[config.mk]
export PLATFORM = sky130hd
export DESIGN_NAME = conv_encoder_213
export DESIGN_NICKNAME = d
export VERILOG_FILES = /design/src/rtl/enc213_pkg.sv /design/src/rtl/conv_enc213_core.sv /design/src/rtl/conv_encoder_213.sv
export SDC_FILE = /design/constraint.sdc
export NUM_CORES = 1
export LEC_CHECK = 0
export ABC_AREA = 1
export CORE_UTILIZATION = 30
export DETAILED_ROUTE_END_ITERATION = 8
export PLACE_DENSITY_LB_ADDON = 0.1
export SYNTH_ARGS = -nofsm -noshare
export SYNTH_HDL_FRONTEND = slang
export SYNTH_SLANG_ARGS = --single-unit
[constraint.sdc]
create_clock -name clock -period 2.7 [get_ports clock]
set_input_delay 0.54 -clock clock [delete_from_list [all_inputs] [get_ports clock]]
set_output_delay 0.54 -clock clock [all_outputs]
set_load 0.01 [all_outputs]
[src/rtl/enc213_pkg.sv]
// -----------------------------------------------------------------------------
// enc213_pkg
// Shared constants, FSM state type and parity helper for the rate-1/2,
// memory-3 (2,1,3) convolutional encoder.
// Generator bit order: bit3 = current input bit, bit0 = oldest stored bit.
// -----------------------------------------------------------------------------
package enc213_pkg;

  localparam int ENC_N = 2;  // code bits per symbol
  localparam int ENC_K = 1;  // info bits per symbol
  localparam int ENC_M = 3;  // encoder memory (shift register length)

  localparam logic [3:0] ENC_G0_DEFAULT = 4'b1111;
  localparam logic [3:0] ENC_G1_DEFAULT = 4'b1101;

  typedef enum logic [1:0] {
    IDLE = 2'b00,
    DATA = 2'b01,
    TAIL = 2'b10
  } enc_state_t;

  // Modulo-2 sum of the register taps selected by generator g.
  function automatic logic conv_parity(input logic [ENC_M:0] u,
                                       input logic [ENC_M:0] g);
    return ^(u & g);
  endfunction

endpackage

[src/rtl/conv_enc213_core.sv]
// -----------------------------------------------------------------------------
// conv_enc213_core
// Holds the 3-bit encoder shift register and forms the 2-bit code symbol for
// the bit presented on bit_i combinationally from the current register.
// Ports:
//   clock      in   rising-edge clock
//   reset      in   synchronous active-high reset, clears the register
//   shift_en_i in   advance the register by one bit (bit_i enters as newest)
//   bit_i      in   input bit for the symbol being formed
//   clear_i    in   synchronous clear of the register
//   sym_o      out  {G0 parity, G1 parity} for u = {bit_i, sr}
// -----------------------------------------------------------------------------
module conv_enc213_core
  import enc213_pkg::*;
#(
  parameter logic [ENC_M:0] G0 = ENC_G0_DEFAULT,
  parameter logic [ENC_M:0] G1 = ENC_G1_DEFAULT
) (
  input  logic             clock,
  input  logic             reset,
  input  logic             shift_en_i,
  input  logic             bit_i,
  input  logic             clear_i,
  output logic [ENC_N-1:0] sym_o
);

  // sr_q[2] is the newest stored bit, sr_q[0] the oldest.
  logic [ENC_M-1:0] sr_q;
  logic [ENC_M-1:0] sr_d;
  logic [ENC_M:0]   u;

  assign u     = {bit_i, sr_q};
  assign sym_o = {conv_parity(u, G0), conv_parity(u, G1)};

  // Next register value: clear, shift in the new bit, or hold.
  always_comb begin
    sr_d = sr_q;
    if (clear_i) begin
      sr_d = {ENC_M{1'b0}};
    end else if (shift_en_i) begin
      sr_d = u[ENC_M:1];
    end else begin
      sr_d = sr_q;
    end
  end

  // Shift register state.
  always_ff @(posedge clock) begin
    if (reset) begin
      sr_q <= {ENC_M{1'b0}};
    end else begin
      sr_q <= sr_d;
    end
  end

endmodule

[src/rtl/conv_encoder_213.sv]
// -----------------------------------------------------------------------------
// conv_encoder_213
// Rate-1/2, memory-3, 8-state convolutional encoder with frame markers and a
// single-slot registered output stage. One info bit in per handshake, one
// 2-bit code symbol out, one cycle of latency.
// Optional feature macro: CONV_ENC_TAIL_FLUSH_EN
//   defined   : each frame is followed by 3 zero tail symbols, so every frame
//               starts and ends in trellis state 0.
//   undefined : continuous trellis, the register carries across frames and
//               tx_sop/tx_eop are markers only.
// Ports:
//   clock      in   rising-edge clock
//   reset      in   synchronous active-high reset
//   din        in   info bit
//   din_valid  in   din is valid
//   din_ready  out  encoder accepts din this cycle (combinational, no path
//                   from din_valid)
//   Tx         out  code symbol, Tx[1] = G0 parity, Tx[0] = G1 parity
//   tx_valid   out  Tx is valid
//   tx_ready   in   downstream accepts Tx this cycle
//   tx_sop     out  first symbol of frame
//   tx_eop     out  last symbol of frame
//   busy       out  frame in progress
// -----------------------------------------------------------------------------
module conv_encoder_213
  import enc213_pkg::*;
#(
  parameter logic [3:0]  G0        = ENC_G0_DEFAULT,
  parameter logic [3:0]  G1        = ENC_G1_DEFAULT,
  parameter int unsigned FRAME_LEN = 64
) (
  input  logic       clock,
  input  logic       reset,
  input  logic       din,
  input  logic       din_valid,
  output logic       din_ready,
  output logic [1:0] Tx,
  output logic       tx_valid,
  input  logic       tx_ready,
  output logic       tx_sop,
  output logic       tx_eop,
  output logic       busy
);

  localparam int CNT_W = $clog2(FRAME_LEN + 1);
  localparam logic [CNT_W-1:0] LAST_CNT = CNT_W'(FRAME_LEN - 1);
`ifdef CONV_ENC_TAIL_FLUSH_EN
  localparam logic TAIL_EN = 1'b1;
`else
  localparam logic TAIL_EN = 1'b0;
`endif

  enc_state_t       state_q, state_d;
  logic [CNT_W-1:0] bit_cnt_q, bit_cnt_d;
  logic [1:0]       tail_cnt_q, tail_cnt_d;
  logic [1:0]       tx_q, tx_d;
  logic             valid_q, valid_d;
  logic             sop_q, sop_d;
  logic             eop_q, eop_d;

  logic       slot_free;
  logic       accept;
  logic       tail_fire;
  logic       last_bit;
  logic       last_tail;
  logic       core_bit;
  logic       shift_en;
  logic [1:0] core_sym;

  // The slot can take a new symbol when empty or being drained this cycle.
  assign slot_free = ~valid_q | tx_ready;
  assign din_ready = slot_free & (state_q != TAIL);
  assign accept    = din_valid & din_ready;
  assign tail_fire = slot_free & (state_q == TAIL);
  // In IDLE bit_cnt_q is 0, so a one-bit frame is also "last" on its first bit.
  assign last_bit  = (bit_cnt_q == LAST_CNT);
  assign last_tail = (tail_cnt_q == 2'd2);
  // Tail symbols are encoded with a forced zero input bit.
  assign core_bit  = (state_q == TAIL) ? 1'b0 : din;
  assign shift_en  = accept | tail_fire;

  conv_enc213_core #(
    .G0 (G0),
    .G1 (G1)
  ) u_core (
    .clock      (clock),
    .reset      (reset),
    .shift_en_i (shift_en),
    .bit_i      (core_bit),
    .clear_i    (1'b0),
    .sym_o      (core_sym)
  );

  // Frame FSM: info-bit counting and tail sequencing.
  always_comb begin
    state_d    = state_q;
    bit_cnt_d  = bit_cnt_q;
    tail_cnt_d = tail_cnt_q;
    case (state_q)
      IDLE, DATA: begin
        if (accept) begin
          if (last_bit) begin
            bit_cnt_d = {CNT_W{1'b0}};
            state_d   = TAIL_EN ? TAIL : IDLE;
          end else begin
            bit_cnt_d = bit_cnt_q + CNT_W'(1);
            state_d   = DATA;
          end
        end else begin
          state_d = state_q;
        end
      end
      TAIL: begin
        if (slot_free) begin
          if (last_tail) begin
            tail_cnt_d = 2'd0;
            state_d    = IDLE;
          end else begin
            tail_cnt_d = tail_cnt_q + 2'd1;
          end
        end else begin
          tail_cnt_d = tail_cnt_q;
        end
      end
      default: begin
        state_d    = IDLE;
        bit_cnt_d  = {CNT_W{1'b0}};
        tail_cnt_d = 2'd0;
      end
    endcase
  end

  // Output slot: load a new symbol, drain, or hold stable under backpressure.
  always_comb begin
    tx_d    = tx_q;
    valid_d = valid_q;
    sop_d   = sop_q;
    eop_d   = eop_q;
    if (shift_en) begin
      tx_d    = core_sym;
      valid_d = 1'b1;
      sop_d   = accept & (state_q == IDLE);
      eop_d   = (accept & last_bit & ~TAIL_EN) | (tail_fire & last_tail);
    end else if (slot_free) begin
      valid_d = 1'b0;
      sop_d   = 1'b0;
      eop_d   = 1'b0;
    end else begin
      tx_d    = tx_q;
    end
  end

  // State, counter and output-slot registers.
  always_ff @(posedge clock) begin
    if (reset) begin
      state_q    <= IDLE;
      bit_cnt_q  <= {CNT_W{1'b0}};
      tail_cnt_q <= 2'd0;
      tx_q       <= 2'b00;
      valid_q    <= 1'b0;
      sop_q      <= 1'b0;
      eop_q      <= 1'b0;
    end else begin
      state_q    <= state_d;
      bit_cnt_q  <= bit_cnt_d;
      tail_cnt_q <= tail_cnt_d;
      tx_q       <= tx_d;
      valid_q    <= valid_d;
      sop_q      <= sop_d;
      eop_q      <= eop_d;
    end
  end

  assign Tx       = tx_q;
  assign tx_valid = valid_q;
  assign tx_sop   = sop_q;
  assign tx_eop   = eop_q;
  assign busy     = (state_q != IDLE);

endmodule

**Word-level counts from Yosys, hierarchy flattened**

Index checks and enable logic that the tools add are counted.

- Register bits after elaboration: 19
- Bits in latches: 0
- Memory bits (writable): 0
- Memory bits (read-only): 0
- Input bits: 5
- Output and inout port bits: 7
- Logic and storage cells: 55
- Memories: 0

- Add/sub/neg operators: 2
- $mul: 0
- Divide/modulo/power cells: 0
- Magnitude comparators: 0
- Equality and inequality tests: 8
- Shift-type cells: 0
- Mux-type cells: 16
- Bitwise operators: 12
- Reductions and logical operators: 9

Operator list:

| cell | count |
|---|---|
| $mux 7 | 2 |
| $pmux 7 s2 | 1 |
| $mux 2 | 5 |
| $ne 2x2->1 const B | 4 |
| $pmux 2 s2 | 2 |
| $reduce_xor 4->1 | 2 |
| $add 7x1->7 const B | 1 |
| $eq 7x6->1 const B | 1 |
| $and 1x1->1 | 6 |
| $mux 1 | 6 |
| $eq 2x2->1 const B | 2 |
| $reduce_and 2->1 | 2 |
| $reduce_bool 2->1 | 2 |
| $not 1->1 | 3 |
| $or 1x1->1 | 3 |
| $reduce_and 3->1 | 1 |
| $add 2x1->2 const B | 1 |
| $eq 2x1->1 const B | 1 |
| $logic_not 2->1 | 1 |
| $reduce_or 2->1 | 1 |

**Logic depth before layout (Yosys ltp)**

- Depth in word-level cells: 7
- Gate-level depth with buffers: 8
- Mapped depth without buffers: 8

**Hierarchy**

A second synthesis with hierarchy kept.

- Cells, all modules: 110
- Area, all modules: 743.2 µm²

By module, submodules not included:

| module | instances | cells an instance | area an instance (µm²) | sequential area each (µm²) |
|---|---|---|---|---|
| conv_encoder_213 | 1 | 74 | 553.0 | 260.2 |
| conv_enc213_core | 1 | 36 | 190.2 | 60.1 |

**Worst setup path after synthesis**

OpenSTA, ideal clock, no wires.

- Path kind: in2out
- From: in tx_ready
- To: out din_ready
- Data arrival time: 0.656 ns
- Data required time: 2.160 ns
- Slack: 1.504 ns
- Stages: 2
- Path buffers: 0
- Cell sequence: inv_2 -> nand2_4

- Cells in the longest elaborated chain, start to end: 2

Ends and longest elaborated chain:

| what | line | RTL |
|---|---|---|
| start, declared | conv_encoder_213.sv:39 | `input logic tx_ready,` |
| $or 1x1->1 | conv_encoder_213.sv:71 | `assign slot_free = ~valid_q \| tx_ready;` |
| $and 1x1->1 | conv_encoder_213.sv:72 | `assign din_ready = slot_free & (state_q != TAIL);` |
| end, declared | conv_encoder_213.sv:36 | `output logic din_ready,` |

No other way between the ends.

**Worst setup path after layout**

Same ends and word-level chain as after synthesis.

==> metrics <==
Clock Latency Late Sink=0.29 ns; max incr delay on CP=0.54 ns; FMAX=between 400 and 500 MHz; hpwl dp=approximately 1.1 mm; sw power=between 100 and 150 uW; Worst Hold Depth=2; die width=around 53 um; Clock Pin Slew Worst Setup and Hold Paths=~0.090 ns; final worst-path cycle share=about 83%; post-CTS setup buffers=0; RSZ-0062 raised after global routing=no; Fin. Hold Viols=0; # DRC=0; pre-CTS setup slack=0.458 ns; Num CTS Buffers=3; routability cong.=around 0.76; Worst setup SP type=input port; Pleak=~0.00041 uW; Starting DRT DRC Count=9; sequential element share of the synthesized area=40.6%; H-tree levels=1; nets=about 130; Syn. warnings=0; worst r2r src=bit_cnt_q[0]$_SDFFE_PP0P_; I/O pins=12; ANT nets after route=0; vias in the first global route=around 590; CP Capture Type=output port; Area contributors post-synth=dfxtp_1 41%, nand2_1 15%, a21oi_1 5.7%; Starting Density=31.8%; Worst Hold Class=reg -> reg; GRT Total Usage=between 10% and 20%; synthesis-stage register bit count=16; PwrDens=between 500 and 600 nW/um2; total grt overflow=0; Comb pwr share=around 15%; reg2reg path depth=5; clock power share=between 30% and 40%; drt total wl=roughly 1.4 mm; commonest non-fill, non-tap cells in the layout=32 x nand2_1, 16 x dfxtp_1, 12 x inv_1; vias after detailed routing=651; first-pass GRT wire length=2.50 mm; pin count of the biggest net entering global routing=15; fin. max-slew vios=0; Critical Path Start=tx_ready; CP Cell Sequence=clkdlybuf4s50_1 > inv_2 > nand2_4 > clkdlybuf4s50_1; Distinct cells, synth=24; status=complete, no violations; clk sinks=16; total negative setup slack=0 ns; most common cell after layout, fill and taps aside=nand2_1; Reg power frac=52.2%; row count=18; Synth area leader=dfxtp_1; Critical Path AT=approximately 1.7 ns; clock buffer depth=2; post-synth top area share=between 40% and 50%; max cap viols=0; IO buf count=11; Layout area overhead=21.3%; core area=between 2000 and 2500 um2; post-synth net total=114; Die Height=between 50 and 60 um; final hold slack=about 0.46 ns; CP Max Fanout=3; initial antenna violation count=0; kind of critical path=in -> out; CTS tree=yes; die area=around 2800 um2; Worst slew margin=~70%; setup ws final=~0.46 ns; CTS-repair resized insts=0; root buffer cell=clkbuf_4; Hold Buf Count CTS=0; Syn Inst Count=between 100 and 150; final setup vio count=0; Worst Max-Slew Pin Slew=approximately 0.45 ns; most used cell along the critical path=clkdlybuf4s50_1; # diodes=0; CP required=between 2 and 2.5 ns; Mean Syn Cell Area=around 7.3 um2; slowest stage cell, crit path=clkdlybuf4s50_1; Worst VDD drop=~0.00041 V; first drt pass iteration count=4; Sw Ratio=between 20% and 30%; P_int=363 uW; vias per cell=4.31; Syn Std Cell Area=788 um2; Tmin final=2.24 ns; layout cells sized above 1=14.0%; Min-Delay Startpoint=bit_cnt_q[6]$_SDFFE_PP0P_; skew final=between 0.004 and 0.005 ns; detailed-route wire length per cell=9.52 um
-- power by group through the flow --
stage	Sequential [uW]	Combinational, uW	Clock, uW
after CTS	257	74.3	167
after global placement	262	73.6	0
after detailed placement	263	74.1	0
final	257	73.2	162
after global routing	259	84.3	180
after floorplan	264	46.0	0
-- state kept, by name (all words and copies together), names as in the netlist --
name	count
u_core.sr_q	3
state_q	1
tx_eop	1
tx_valid	1
bit_cnt_q	7
tx_sop	1
Tx	2
-- synthesized netlist by cell type, drive strengths merged --
library cell   n
nor2          14
xnor2          1
o21ai          4
nand2         35
or2            1
buf            2
dfxtp         16
a21oi         11
nand4          2
inv           14
nand3          7
ha             1
-- metal layers --
metal  share of wire, %  GRT usage [%]  vias to the layer above
met5                  0              0                        -
met4                1.0           2.63                        0
met3                6.4           6.32                        2
met2                 43           21.0                       13
met1                 49           14.3                      269
li1                   -              -                      367
-- critical path, delay by kind of cell --
family | cells | cell delay, ns
AND/OR/NAND/NOR | 1 | 0.08
buffers and inverters | 3 | 1.08
-- stage by stage --
stage | util [%] | total power, uW | cells | cell area [um2]
global route | 38.6 | 524 | 151 | 956
floorplan | - | 310 | 108 | 788
finish | 38.6 | 492 | 151 | 956
CTS | 38.6 | 499 | 151 | 956
detailed placement | 37.1 | 337 | 147 | 920
global placement | 37.1 | 336 | 147 | 920
-- final cells by class --
type,instances,area (um2)
inverter,14,57.6
multi-input combinational,76,394
fill,250,1520
tap,30,37.5
clock buffer,4,36.3
sequential,16,320
timing repair buffer,11,110
-- worst paths after layout --
path	to	slack, ns
worst max-delay path	din_ready	0.46
worst min-delay path	bit_cnt_q[6]$_SDFFE_PP0P_	0.46
worst max register to register	bit_cnt_q[4]$_SDFFE_PP0P_	1.62
worst min register to register	bit_cnt_q[6]$_SDFFE_PP0P_	0.46
-- cell families after synthesis --
| family | Yosys count | share of synthesized area (%) |
|---|---|---|
| fa+ha+maj | 1 | 1.59 |
| buf+inv | 16 | 9.36 |
| compound gates | 15 | 10.5 |
| flops | 16 | 40.6 |
| xor+xnor | 1 | 1.11 |
| simple gates | 59 | 36.8 |
No activity file was read; power rests on OpenSTA's default activity.
